[src/rtl/oled_pkg.sv]
// Shared types and default timing for the PMOD OLEDrgb controller.
// Optional power-down path is enabled by defining OLED_PWRDN_EN.
package oled_pkg;

   localparam int unsigned T_VDD_CYC_DEF = 20000;
   localparam int unsigned T_RES_CYC_DEF = 3;
   localparam int unsigned SCK_DIV_DEF   = 2;
   localparam int unsigned CNT_W_DEF     = 15;
   localparam int unsigned SPI_BITS      = 8;

   typedef enum logic [2:0] {
      PWR_OFF,
      PWR_VDD_WAIT,
      PWR_RST_LO,
      PWR_RST_HI,
      PWR_READY
`ifdef OLED_PWRDN_EN
      , PWR_DN
`endif
   } pwr_state_e;

   typedef enum logic [1:0] {
      SPI_IDLE,
      SPI_LOAD,
      SPI_SHIFT,
      SPI_GAP
   } spi_state_e;

endpackage

[src/rtl/oled_pmod_ctrl_if.sv]
// Byte push handshake between the MCU bus decode and the OLED controller.
interface oled_pmod_ctrl_if;
   logic       tx_valid;
   logic [7:0] tx_data;
   logic       tx_dc;
   logic       tx_ready;

   modport master (output tx_valid, tx_data, tx_dc, input tx_ready);
   modport slave  (input tx_valid, tx_data, tx_dc, output tx_ready);
endinterface

[src/rtl/oled_spi_tx.sv]
// SPI mode-0 byte shifter with SCK divider, CS framing and D/C.
// Accepts a byte when valid_i & rdy_o; all pin outputs are registered.
module oled_spi_tx
   import oled_pkg::*;
#(
   parameter int unsigned SCK_DIV = SCK_DIV_DEF,
   parameter int unsigned CNT_W   = CNT_W_DEF
) (
   input  logic       clk_i,
   input  logic       rst_i,
   input  logic       allow_i,
   input  logic       valid_i,
   input  logic [7:0] data_i,
   input  logic       dc_i,
   output logic       rdy_o,
   output logic       quiet_o,
   output logic       cs_o,
   output logic       sck_o,
   output logic       pico_o,
   output logic       dc_o
);

   localparam int unsigned       HP_W     = $clog2(2 * SPI_BITS);
   localparam logic [HP_W-1:0]   HP_LAST  = HP_W'(2 * SPI_BITS - 1);
   localparam logic [CNT_W-1:0]  DIV_LOAD = CNT_W'(SCK_DIV - 1);

   spi_state_e          st_q, st_d;
   logic [HP_W-1:0]     hp_q, hp_d;
   logic [CNT_W-1:0]    div_q, div_d;
   logic [SPI_BITS-1:0] sreg_q, sreg_d;
   logic                rdy_q, rdy_d;
   logic                cs_q, cs_d;
   logic                sck_q, sck_d;
   logic                pico_q, pico_d;
   logic                dc_q, dc_d;
   logic                free;
   logic                accept;

   // The tail of the CS-high gap counts as free so back-to-back bytes need no extra cycle
   assign free   = (st_q == SPI_IDLE) || ((st_q == SPI_GAP) && (div_q == '0));
   assign accept = valid_i & rdy_q;

   always_comb begin
      st_d   = st_q;
      hp_d   = hp_q;
      div_d  = div_q;
      sreg_d = sreg_q;
      cs_d   = cs_q;
      sck_d  = sck_q;
      pico_d = pico_q;
      dc_d   = dc_q;
      case (st_q)
         SPI_LOAD: begin
            st_d   = SPI_SHIFT;
            hp_d   = '0;
            div_d  = DIV_LOAD;
            cs_d   = 1'b0;
            sck_d  = 1'b0;
            pico_d = sreg_q[SPI_BITS-1];
         end
         SPI_SHIFT: begin
            if (div_q != '0) begin
               div_d = div_q - CNT_W'(1);
            end else begin
               div_d = DIV_LOAD;
               if (hp_q == HP_LAST) begin
                  st_d  = SPI_GAP;
                  sck_d = 1'b0;
                  cs_d  = 1'b1;
               end else begin
                  hp_d  = hp_q + HP_W'(1);
                  sck_d = ~hp_q[0];
                  if (hp_q[0]) begin
                     sreg_d = sreg_q << 1;
                     pico_d = sreg_q[SPI_BITS-2];
                  end
               end
            end
         end
         SPI_GAP: begin
            if (div_q != '0) div_d = div_q - CNT_W'(1);
         end
         default: ;
      endcase
      if (free) begin
         if (accept) begin
            st_d   = SPI_LOAD;
            sreg_d = data_i;
            dc_d   = dc_i;
         end else begin
            st_d   = SPI_IDLE;
         end
      end
      rdy_d = allow_i && ((st_d == SPI_IDLE) || ((st_d == SPI_GAP) && (div_d == '0)));
   end

   always_ff @(posedge clk_i) begin
      if (rst_i) begin
         st_q   <= SPI_IDLE;
         hp_q   <= '0;
         div_q  <= '0;
         sreg_q <= '0;
         rdy_q  <= 1'b0;
         cs_q   <= 1'b1;
         sck_q  <= 1'b0;
         pico_q <= 1'b0;
         dc_q   <= 1'b0;
      end else begin
         st_q   <= st_d;
         hp_q   <= hp_d;
         div_q  <= div_d;
         sreg_q <= sreg_d;
         rdy_q  <= rdy_d;
         cs_q   <= cs_d;
         sck_q  <= sck_d;
         pico_q <= pico_d;
         dc_q   <= dc_d;
      end
   end

   assign rdy_o   = rdy_q;
   assign quiet_o = free & ~accept;
   assign cs_o    = cs_q;
   assign sck_o   = sck_q;
   assign pico_o  = pico_q;
   assign dc_o    = dc_q;

endmodule

[src/rtl/oled_pmod_ctrl.sv]
// PMOD OLEDrgb controller: power sequencing FSM plus SPI byte transmitter.
// Define OLED_PWRDN_EN to add the en-driven power-down state.
module oled_pmod_ctrl
   import oled_pkg::*;
#(
   parameter int unsigned T_VDD_CYC = T_VDD_CYC_DEF,
   parameter int unsigned T_RES_CYC = T_RES_CYC_DEF,
   parameter int unsigned SCK_DIV   = SCK_DIV_DEF,
   parameter int unsigned CNT_W     = CNT_W_DEF
) (
   input  logic            clk0,
   input  logic            rst,
   input  logic            en,
   input  logic            vcc_on,
   oled_pmod_ctrl_if.slave tx,
   output logic            pwr_ok,
   output logic            pmod_cs,
   output logic            pmod_sck,
   output logic            pmod_pico,
   output logic            pmod_dc,
   output logic            pmod_res,
   output logic            pmod_vccen,
   output logic            pmod_pmoden
);

   localparam logic [CNT_W-1:0] VDD_LOAD = CNT_W'(T_VDD_CYC - 1);
   localparam logic [CNT_W-1:0] RES_LOAD = CNT_W'(T_RES_CYC - 1);

   pwr_state_e       state_q, state_d;
   logic [CNT_W-1:0] tmr_q, tmr_d;
   logic             pwr_ok_q, pwr_ok_d;
   logic             res_q, res_d;
   logic             vccen_q, vccen_d;
   logic             pmoden_q, pmoden_d;
   logic             spi_allow;
   logic             spi_rdy;
   logic             spi_quiet;

`ifndef OLED_PWRDN_EN
   logic unused_spi_quiet;
   assign unused_spi_quiet = spi_quiet;
`endif

   // Pin outputs are derived from the next state so they line up with state_q
   always_comb begin
      state_d = state_q;
      tmr_d   = tmr_q;
      case (state_q)
         PWR_OFF: begin
            if (en) begin
               state_d = PWR_VDD_WAIT;
               tmr_d   = VDD_LOAD;
            end
         end
         PWR_VDD_WAIT: begin
            if (tmr_q != '0) tmr_d = tmr_q - CNT_W'(1);
            else begin
               state_d = PWR_RST_LO;
               tmr_d   = RES_LOAD;
            end
         end
         PWR_RST_LO: begin
            if (tmr_q != '0) tmr_d = tmr_q - CNT_W'(1);
            else begin
               state_d = PWR_RST_HI;
               tmr_d   = RES_LOAD;
            end
         end
         PWR_RST_HI: begin
            if (tmr_q != '0) tmr_d = tmr_q - CNT_W'(1);
            else state_d = PWR_READY;
         end
`ifdef OLED_PWRDN_EN
         PWR_READY: begin
            if (!en && spi_quiet) begin
               state_d = PWR_DN;
               tmr_d   = VDD_LOAD;
            end
         end
         PWR_DN: begin
            if (tmr_q != '0) tmr_d = tmr_q - CNT_W'(1);
            else state_d = PWR_OFF;
         end
`endif
         default: ;
      endcase

      spi_allow = (state_d == PWR_READY);
      pwr_ok_d  = (state_d == PWR_READY);
      pmoden_d  = (state_d != PWR_OFF);
      vccen_d   = (state_d == PWR_READY) && vcc_on;
      res_d     = (state_d == PWR_RST_HI) || (state_d == PWR_READY)
`ifdef OLED_PWRDN_EN
                  || (state_d == PWR_DN)
`endif
                  ;
   end

   always_ff @(posedge clk0) begin
      if (rst) begin
         state_q  <= PWR_OFF;
         tmr_q    <= '0;
         pwr_ok_q <= 1'b0;
         res_q    <= 1'b0;
         vccen_q  <= 1'b0;
         pmoden_q <= 1'b0;
      end else begin
         state_q  <= state_d;
         tmr_q    <= tmr_d;
         pwr_ok_q <= pwr_ok_d;
         res_q    <= res_d;
         vccen_q  <= vccen_d;
         pmoden_q <= pmoden_d;
      end
   end

   oled_spi_tx #(
      .SCK_DIV (SCK_DIV),
      .CNT_W   (CNT_W)
   ) u_spi (
      .clk_i   (clk0),
      .rst_i   (rst),
      .allow_i (spi_allow),
      .valid_i (tx.tx_valid),
      .data_i  (tx.tx_data),
      .dc_i    (tx.tx_dc),
      .rdy_o   (spi_rdy),
      .quiet_o (spi_quiet),
      .cs_o    (pmod_cs),
      .sck_o   (pmod_sck),
      .pico_o  (pmod_pico),
      .dc_o    (pmod_dc)
   );

   assign tx.tx_ready   = spi_rdy;
   assign pwr_ok        = pwr_ok_q;
   assign pmod_res      = res_q;
   assign pmod_vccen    = vccen_q;
   assign pmod_pmoden   = pmoden_q;

endmodule

[src/flat_wrapper.sv]
// flat-port wrapper written by rule: the top's interface ports become plain ports
module oled_pmod_ctrl_flat import oled_pkg::*;
#(
   parameter int unsigned T_VDD_CYC = T_VDD_CYC_DEF,
   parameter int unsigned T_RES_CYC = T_RES_CYC_DEF,
   parameter int unsigned SCK_DIV   = SCK_DIV_DEF,
   parameter int unsigned CNT_W     = CNT_W_DEF
)
  (clk0, rst, en, vcc_on, pwr_ok, pmod_cs, pmod_sck, pmod_pico, pmod_dc, pmod_res, pmod_vccen, pmod_pmoden, tx_tx_valid, tx_tx_data, tx_tx_dc, tx_tx_ready);
  oled_pmod_ctrl_if tx_i ();
  input  logic clk0;
  input  logic rst;
  input  logic en;
  input  logic vcc_on;
  output logic pwr_ok;
  output logic pmod_cs;
  output logic pmod_sck;
  output logic pmod_pico;
  output logic pmod_dc;
  output logic pmod_res;
  output logic pmod_vccen;
  output logic pmod_pmoden;
  input wire logic [$bits(tx_i.tx_valid)-1:0] tx_tx_valid;
  input wire logic [$bits(tx_i.tx_data)-1:0] tx_tx_data;
  input wire logic [$bits(tx_i.tx_dc)-1:0] tx_tx_dc;
  output wire logic [$bits(tx_i.tx_ready)-1:0] tx_tx_ready;
  assign tx_i.tx_valid = tx_tx_valid;
  assign tx_i.tx_data = tx_tx_data;
  assign tx_i.tx_dc = tx_tx_dc;
  assign tx_tx_ready = tx_i.tx_ready;
  oled_pmod_ctrl #(.T_VDD_CYC(T_VDD_CYC), .T_RES_CYC(T_RES_CYC), .SCK_DIV(SCK_DIV), .CNT_W(CNT_W)) u_core (.clk0(clk0), .rst(rst), .en(en), .vcc_on(vcc_on), .tx(tx_i), .pwr_ok(pwr_ok), .pmod_cs(pmod_cs), .pmod_sck(pmod_sck), .pmod_pico(pmod_pico), .pmod_dc(pmod_dc), .pmod_res(pmod_res), .pmod_vccen(pmod_vccen), .pmod_pmoden(pmod_pmoden));
endmodule
[config.mk]
export PLATFORM = sky130hd
export DESIGN_NAME = oled_pmod_ctrl_flat
export DESIGN_NICKNAME = d
export VERILOG_FILES = /design/src/rtl/oled_pkg.sv /design/src/rtl/oled_pmod_ctrl_if.sv /design/src/rtl/oled_spi_tx.sv /design/src/rtl/oled_pmod_ctrl.sv /design/src/flat_wrapper.sv
export SDC_FILE = /design/constraint.sdc
export NUM_CORES = 1
export LEC_CHECK = 0
export CAP_MARGIN = 20
export CORE_ASPECT_RATIO = 0.75
export CORE_MARGIN = 5
export CORE_UTILIZATION = 30
export CTS_BUF_LIST = sky130_fd_sc_hd__clkbuf_2 sky130_fd_sc_hd__clkbuf_4 sky130_fd_sc_hd__clkbuf_8
export DETAILED_ROUTE_END_ITERATION = 10
export GPL_TIMING_DRIVEN = 0
export SYNTH_ARGS = -nofsm -noshare
export SYNTH_HDL_FRONTEND = slang
export SYNTH_SLANG_ARGS = --single-unit
[constraint.sdc]
create_clock -name clk0 -period 2.8 [get_ports clk0]
set_input_delay 0.42 -clock clk0 [delete_from_list [all_inputs] [get_ports clk0]]
set_output_delay 0.42 -clock clk0 [all_outputs]
set_load 0.01 [all_outputs]
# Yosys cells after proc, flatten, opt, wreduce, memory -nomap -nowiden
# Index checks and enable logic that the tools add are counted.
# op_classes
reduce_logical,24
n_mux,36
bitwise,2
n_lt_le_gt_ge,0
multipliers,0
n_eq_ne,16
addsub,3
n_shift,0
div_mod_pow,0
# ops
operator,n
one-hot mux 15 bit (3 select lines),2
two-way mux 15 bit,5
two-way mux 8 bit,6
logical NOT 15 bit,2
nonzero test 15 bit,2
subtractor 15 x 1 -> 15 bit (second input constant),2
two-way mux 3 bit,4
one-hot mux 3 bit (4 select lines),1
!= test 2 bit (second input constant),5
== test 3 x 2 -> 1 bit (second input constant),3
AND reduction 3 bit,3
two-way mux 1 bit,8
two-way mux 4 bit,2
one-hot mux 4 bit (2 select lines),1
== test 2 bit (second input constant),3
two-way mux 2 bit,3
one-hot mux 1 bit (2 select lines),3
nonzero test 3 bit,2
adder 4 x 1 -> 4 bit (second input constant),1
== test 4 bit (second input constant),1
logical AND 1 bit,4
logical NOT 2 bit,2
one-hot mux 2 bit (2 select lines),1
AND reduction 2 bit,2
11 further kinds,13
# totals
reg_bits,56
wordCells,96
ramBits,0
n_memories,0
mem_bits_ro,0
latchBits,0
output_inout_bits,9
input_bits,14

# Depth between registers and ports, before layout
# Gate-level depths: netlist of run 1.
# logic_depth
depth_word,9
ltp_mapped,13
ltp_nobuf,13

# By module
# A second synthesis of run 1 with hierarchy kept.
# hier_totals
hier_cells,379
hier_area_um2,3229.3
# by_module_without_submodules
module,instances,area_each_um2,cells_per_inst,seq_area_each_um2
oled_spi_tx,1,1970.6,241,680.7
oled_pmod_ctrl,1,1258.7,138,440.4

# Worst setup path before layout of run 1
# OpenSTA, ideal clock, no wires.
# synth_timing
path_kind,reg2reg
startpoint,register u_core.u_spi.div_q[0]
endpoint,"register u_core.u_spi.rdy_q, in the netlist u_core.u_spi.rdy_o"
setup_ns,0.069
n_path_buf,0
path_stages_with_launch,14
arrival_time_ns,2.415
required_time_ns,2.731
period_less_slack_ns,2.484
slack_ns,0.316
path_cell_list,dfxtp_1 > inv_1 > ha_1 > nor4b_1 > and4_4 > inv_2 > ha_1 > a21oi_1 > o211ai_1 > o21ai_0 > and3_1 > nand4b_1 > or4_1 > o21ai_1
# synth_via
elab_chain_len,8
elab_cells_between_ends,17
cone_classes,add/sub (1); eq/ne (1); mux (6); reduce/logical (9)
# synth_rtl
item,line_no,source
"start, declared",oled_spi_tx.sv:29,"logic [CNT_W-1:0] div_q, div_d;"
"start signal, assigned",oled_spi_tx.sv:111,div_q <= div_d;
"parallel branches: the longest is 6 deep, another holds subtractor 15 x 1 -> 15 bit",-,
logical OR 1 bit (*),oled_spi_tx.sv:94,rdy_d = allow_i && ((st_d == SPI_IDLE) || ((st_d == SPI_GAP) && (div_d == '0)));
logical AND 1 bit (*),oled_spi_tx.sv:94,
"end signal, assigned",oled_spi_tx.sv:113,rdy_q <= rdy_d;
"end, declared",oled_spi_tx.sv:31,"logic rdy_q, rdy_d;"
# Mark *: on every way between the ends.
# A chain may end at the register's enable or synchronous reset.

# Final worst setup path of run 1
# layout_timing
startpoint,register u_core.u_spi.div_q[1]
endpoint,"register u_core.u_spi.rdy_q, in the netlist u_core.u_spi.rdy_o"
# The elaborated chain is that of the path after synthesis.

==> results of run 1 <==
-- critical path, cell delays in order, from the launching register on --
cell	delay [ps]
dfxtp_2	350
inv_1	100
ha_1	270
nor3b_1	400
nand2_1	160
nor2_1	160
a21boi_0	140
a2111o_1	460
or4_1	510
o21ai_1	130
-- state kept, by name, summed over array words and instances (netlist names) --
name / flops
u_core.pmod_pmoden: 1
u_core.pmod_res: 1
u_core.pmod_vccen: 1
u_core.pwr_ok: 1
u_core.state_q: 3
u_core.tmr_q: 15
u_core.u_spi.cs_o: 1
u_core.u_spi.dc_o: 1
u_core.u_spi.div_q: 15
u_core.u_spi.hp_q: 4
u_core.u_spi.pico_o: 1
u_core.u_spi.rdy_o: 1
u_core.u_spi.sck_o: 1
u_core.u_spi.sreg_q: 8
u_core.u_spi.st_q: 2
-- placed cells by master (no fill, tap or decap), drive strengths merged, types with 3 or more instances in the layout --
master	count
nor3b	3
o31ai	3
dfxtp	56
or4	3
a211oi	10
nor2b	3
inv	16
nand4	5
or3	7
a311oi	3
and2	8
nand3b	3
a31oi	6
nor2	50
buf	5
nor3	18
a22oi	4
nand2	29
ha	9
a21oi	22
clkdlybuf4s50	21
xor2	6
mux2i	9
nor4	3
nand3	15
o21ai	23
clkbuf	21
and3	4
-- routing by layer --
| layer | share of wire | routed length (um) | track usage | vias up |
|---|---|---|---|---|
| li1 | - | - | - | 1368 |
| met2 | 0.44 | 3208 | 0.2005 | 55 |
| met5 | 0 | 0 | 0 | - |
| met4 | 0.0098 | 71 | 0.02737 | 0 |
| met3 | 0.038 | 272 | 0.02884 | 4 |
| met1 | 0.51 | 3657 | 0.1686 | 1256 |
-- final timing paths --
path,start,end,slack (ps),depth (start not counted)
min reg2reg,u_core.u_spi.pico_o,u_core.u_spi.pico_o,470,2
max reg2reg,u_core.u_spi.div_q[1],u_core.u_spi.rdy_o,50,9
max,u_core.u_spi.div_q[1],u_core.u_spi.rdy_o,50,9
min,rst,u_core.state_q[2],470,2
-- power breakdown --
part,switching [mW],internal (mW)
clock network,0.256,0.222
logic,0.107,0.0845
registers,0.0240,0.820
-- repair_timing --
item	in CTS	in global routing
endpoints found under the setup margin	1	22
resized for setup	3	6
pin swaps	1	3
buffers inserted	1	2
hold endpoints to repair	0	0
-- area by class of cell --
class                   instances  area (sq um)  area share
plain buffers                  15         68.82     0.01978
multi-input cells             274          1730      0.4975
clock buffers                   8         97.59     0.02806
well taps                     132         165.2     0.04748
flip-flops and latches         56          1124      0.3230
repair buffers                 24         232.7     0.06691
inverters                      16         60.06     0.01727
-- cells by family (layout without fill, tap and decap cells) --
family / Yosys count / count (layout) / synth area share
compound gates: 91 / 91 / 0.2065
xor+xnor: 8 / 8 / 0.02375
fa+ha+maj: 9 / 9 / 0.03817
buf+inv: 31 / 63 / 0.04368
flops: 56 / 56 / 0.3800
mux: 9 / 9 / 0.03054
simple gates: 157 / 157 / 0.2774
==> impl_metrics.tcl, run 1 <==
set metrics [dict create \
    status "finished, final reports clean" \
    die_height_um 95.89 \
    vias 2683 \
    core-area_sq_mm 0.009619 \
    ys_warn_count 0 \
    grt_overflow 0 \
    synth_area_per_cell_sq_um 8.173 \
    drive_above_1_share 0.08906 \
    synthTopCellsByArea "dfxtp_1, nor2_1, ha_1" \
    grt_pass1_wl_um 12240 \
    antenna_left 0 \
    hold-worst-slack_ps 470.4 \
    grt_pass1_vias 2531 \
    track_usage 0.1235 \
    dr.pass1.iters 4 \
    start_util 0.3067 \
    final_nets 415 \
    critPathKind "reg -> reg" \
    dpl_worst_slack_ps -106.2 \
    start_kind "flop" \
    synth_flop_cell "dfxtp_1" \
    grt_setup_unrepaired "true" \
    synth_common_cells "dfxtp_1, nor2_1, nand2_1, a21oi_1, o21ai_0" \
    cts_inserted_buffers 5 \
    wl_per_cell_um 13.73 \
    grt_max_degree 16 \
    yosysUniqueCellTypes 59 \
    placed_cells 514 \
    die_x_um 124.5 \
    synth_area_sq_mm 0.002950 \
    ir_worst_vdd_uv 202.2 \
    portBuffers 21 \
    fin_crit_sh 0.9805 \
    ys_seq_area_frac 0.3800 \
    rows 31 \
    cp.required_ps 3050 \
    finalNonFillerCells 525 \
    yosysMostFrequentCell "dfxtp_1" \
    final_area_sq_mm 0.003478 \
    antenna_cells 0 \
    clkSinkCount 56 \
    ioPinCount 23 \
    syn_inst 361 \
    synth_top_area_frac 0.3800 \
    worstPathMaxFanout 6 \
    drv_slew 0 \
    tns_ps 0 \
    slew_headroom 0.5518 \
    syn2layout_area_growth_pct 17.90 \
    routed_wl_um 7209 \
    insertion_delay_ps 310 \
    clk_pin_slew_ps 100 \
    globalplace.congestion 0.8388 \
    cts_hold_buf 0 \
    worstSetupEndpointType "flop" \
    fin_util 0.3616 \
    async_reset_ff_frac 0 \
    place_area_sq_mm 0.003326 \
    p_per_area_mw_per_mm2 435.3 \
    drc 0 \
    vias_per_cell 5.110 \
    syn_nets 384 \
    worst_slew_pin_slew_ps 668.7 \
    finalClockSkew_ps 8.743 \
    setup_violations 0 \
    fill_cells 1045 \
    h-tree-depth 2 \
    finalWorstPathRequiredPeriod_ps 2745 \
    clock-root-buffer "clkbuf_8" \
    hpwlAfterDp_um 5291 \
    fmax_mhz 364.3 \
    synth_edf_count 0 \
    synth_largest_area_cell "dfxtp_1" \
    clockBufferDepth 2 \
    tritoncts "done" \
    min_path_type "in -> reg" \
    drv_cap 0 \
    setup_ws_ps 54.63 \
    antenna_found_initial 0 \
    p_leak_nw 1.339 \
    hold_viol 0 \
    power_mw 1.514 \
    dieArea_sq_mm 0.01194 \
    arrival_ps 2990 \
    drtIter0Drc 169 \
    ys_ff_latch 56 \
]
Note: power is estimated with default switching activity, not from simulation.
==> run 2: changes to the inputs <==
Settings changed: CAP_MARGIN 20 to unset, CORE_ASPECT_RATIO 0.75 to 2.
==> impl_metrics.tcl, run 2 (same netlist as run 1, synthesis figures left out) <==
set metrics [dict create \
    clk_pin_slew_ps 100 \
    fill_cells 1100 \
    finalWorstPathRequiredPeriod_ps 2798 \
    place_area_sq_mm 0.003326 \
    start_util 0.3042 \
    drive_above_1_share 0.1010 \
    layout_common_cells "dfxtp_1, nor2_1, nand2_1" \
    clockBufferDepth 2 \
    grt_overflow 0 \
    critPathKind "reg -> reg" \
    final_common_cell "dfxtp_1" \
    insertion_delay_ps 330 \
    worstSetupEndpointType "flop" \
    cts_inserted_buffers 5 \
    grt_pass1_vias 2781 \
    worst_path_most_repeated_cell "buf_4" \
    vias_per_cell 5.248 \
    portBuffers 21 \
    clkSinkCount 56 \
    cp.depth 10 \
    cts_hold_buf 0 \
    wl_met3_um 306 \
    rows 51 \
    route.met2.wl_um 4602 \
    die_height_um 150.2 \
    antenna_cells 0 \
    reg2reg_from "u_core.u_spi.div_q[3]" \
    die_x_um 80.12 \
    hold-worst-slack_ps 476.8 \
    final_area_sq_mm 0.003510 \
    setup_ws_ps 2.475 \
    path_cells "clkbuf_2, nor4b_4, and4_4, buf_4, buf_4, nor3_2, a211oi_1, o21ai_0, or4_1, o21ai_2" \
    grt_max_degree 18 \
    arrival_ps 3060 \
    grt_setup_unrepaired "true" \
    hpwlAfterDp_um 6225 \
    track_usage 0.1457 \
    p_leak_nw 1.357 \
    start_kind "flop" \
    slew_headroom 0.5197 \
    power_mw 1.540 \
    maxUsedRoutingLayer "met4" \
    antenna_found_initial 0 \
    dpl_worst_slack_ps -89.47 \
    cp-startpoint "u_core.u_spi.div_q[3]" \
    path_delay_family "simple AND/OR/NAND/NOR gates" \
    drc 0 \
    placed_cells 514 \
    setup_violations 0 \
    routed_wl_um 8239 \
    cp.required_ps 3060 \
    wl_per_cell_um 15.60 \
    rrSetupSlack_ps 2 \
    core-area_sq_mm 0.009699 \
    top_regs "u_core.tmr_q (15), u_core.u_spi.div_q (15), u_core.u_spi.sreg_q (8)" \
    grt_pass1_wl_um 13730 \
    dr.pass1.iters 4 \
    cp_num_buf_inv 3 \
    hold_viol 0 \
    min_path_type "in -> reg" \
    h-tree-depth 2 \
    finalClockSkew_ps 7.609 \
    tns_ps 0 \
    worst_path_max_delay_cell "or4_1" \
    p_per_area_mw_per_mm2 438.8 \
    tritoncts "done" \
    final_nets 418 \
    globalplace.congestion 0.9203 \
    cpPeakStageDelay_ps 530 \
    dieArea_sq_mm 0.01204 \
    ioPinCount 23 \
    syn2layout_area_growth_pct 18.96 \
    clock-root-buffer "clkbuf_8" \
    drv_cap 0 \
    worstPathMaxFanout 10 \
    worstRegToRegCells 10 \
    drtIter0Drc 99 \
    r2r-end "u_core.u_spi.rdy_o" \
    ir_worst_vdd_uv 288.8 \
    fin_util 0.3618 \
    min_from "rst" \
    finalNonFillerCells 528 \
    fin_crit_sh 0.9991 \
    worst_slew_pin_slew_ps 713.8 \
    drv_slew 0 \
    drt-met1-wl_um 2972 \
    fmax_mhz 357.5 \
    vias 2771 \
    antenna_left 0 \
    status "finished, final reports clean" \
    crit_end "u_core.u_spi.rdy_o" \
]
==> run 2: cell types whose count changed in the layout (fill, tap and decap cells not counted) <==
cell / delta
a21oi_1: +1
a21oi_2: -1
buf_4: +3
clkbuf_4: -2
clkinv_2: +1
inv_6: +1
nor3_1: -1
nor3_2: +1
nor3b_1: -1
nor3b_2: +1
o21ai_1: -1
o21ai_2: +1
==> run 2: worst register-to-register path, delay by kind of cell, from the launching register on <==
family          cells  cell delay [ps]
simple gates        4             1270
compound gates      3              660
buf+inv             3              470
flops               1              310
==> run 2: area by class of cell <==
class	instances	area (sq um)	area share
clock inverter	2	13.76	0.003922
multi-input combinational	274	1740	0.4959
sequential	56	1124	0.3201
timing repair buffer	27	255.2	0.07273
buffer	15	68.82	0.01961
tap	132	165.2	0.04706
clock buffer	6	82.58	0.02353
inverter	16	60.06	0.01711
==> run 2: how the worst min path moves through the flow <==
stage	to	slack (ps)	cells after the start
after floorplan	u_core.u_spi.sreg_q[0]	450	2
after global placement	u_core.u_spi.hp_q[1]	460	2
after detailed placement	u_core.u_spi.sreg_q[0]	470	2
after CTS	u_core.state_q[2]	480	2
after global routing	u_core.state_q[2]	510	2
final	u_core.state_q[2]	480	2
==> run 2: what timing repair did <==
item                                   4_1_cts  5_1_grt
buffers inserted                             0        6
resized for setup                            5        6
setup endpoints to repair                    9       23
pin swaps                                    1        2
endpoints found under the hold margin        0        0
==> run 2: power breakdown <==
group | leakage [nW] | internal (mW) | switching [mW]
clock network | 0.0516 | 0.203 | 0.289
registers | 0.456 | 0.820 | 0.0252
logic | 0.850 | 0.0922 | 0.109
total | 1.36 | 1.12 | 0.424
==> run 2: per-layer routing <==
layer / GRT usage / vias up
met3: 0.01856 / 21
met4: 0.07360 / 0
met2: 0.2811 / 71
li1: - / 1382
met1: 0.1470 / 1297
met5: 0 / -
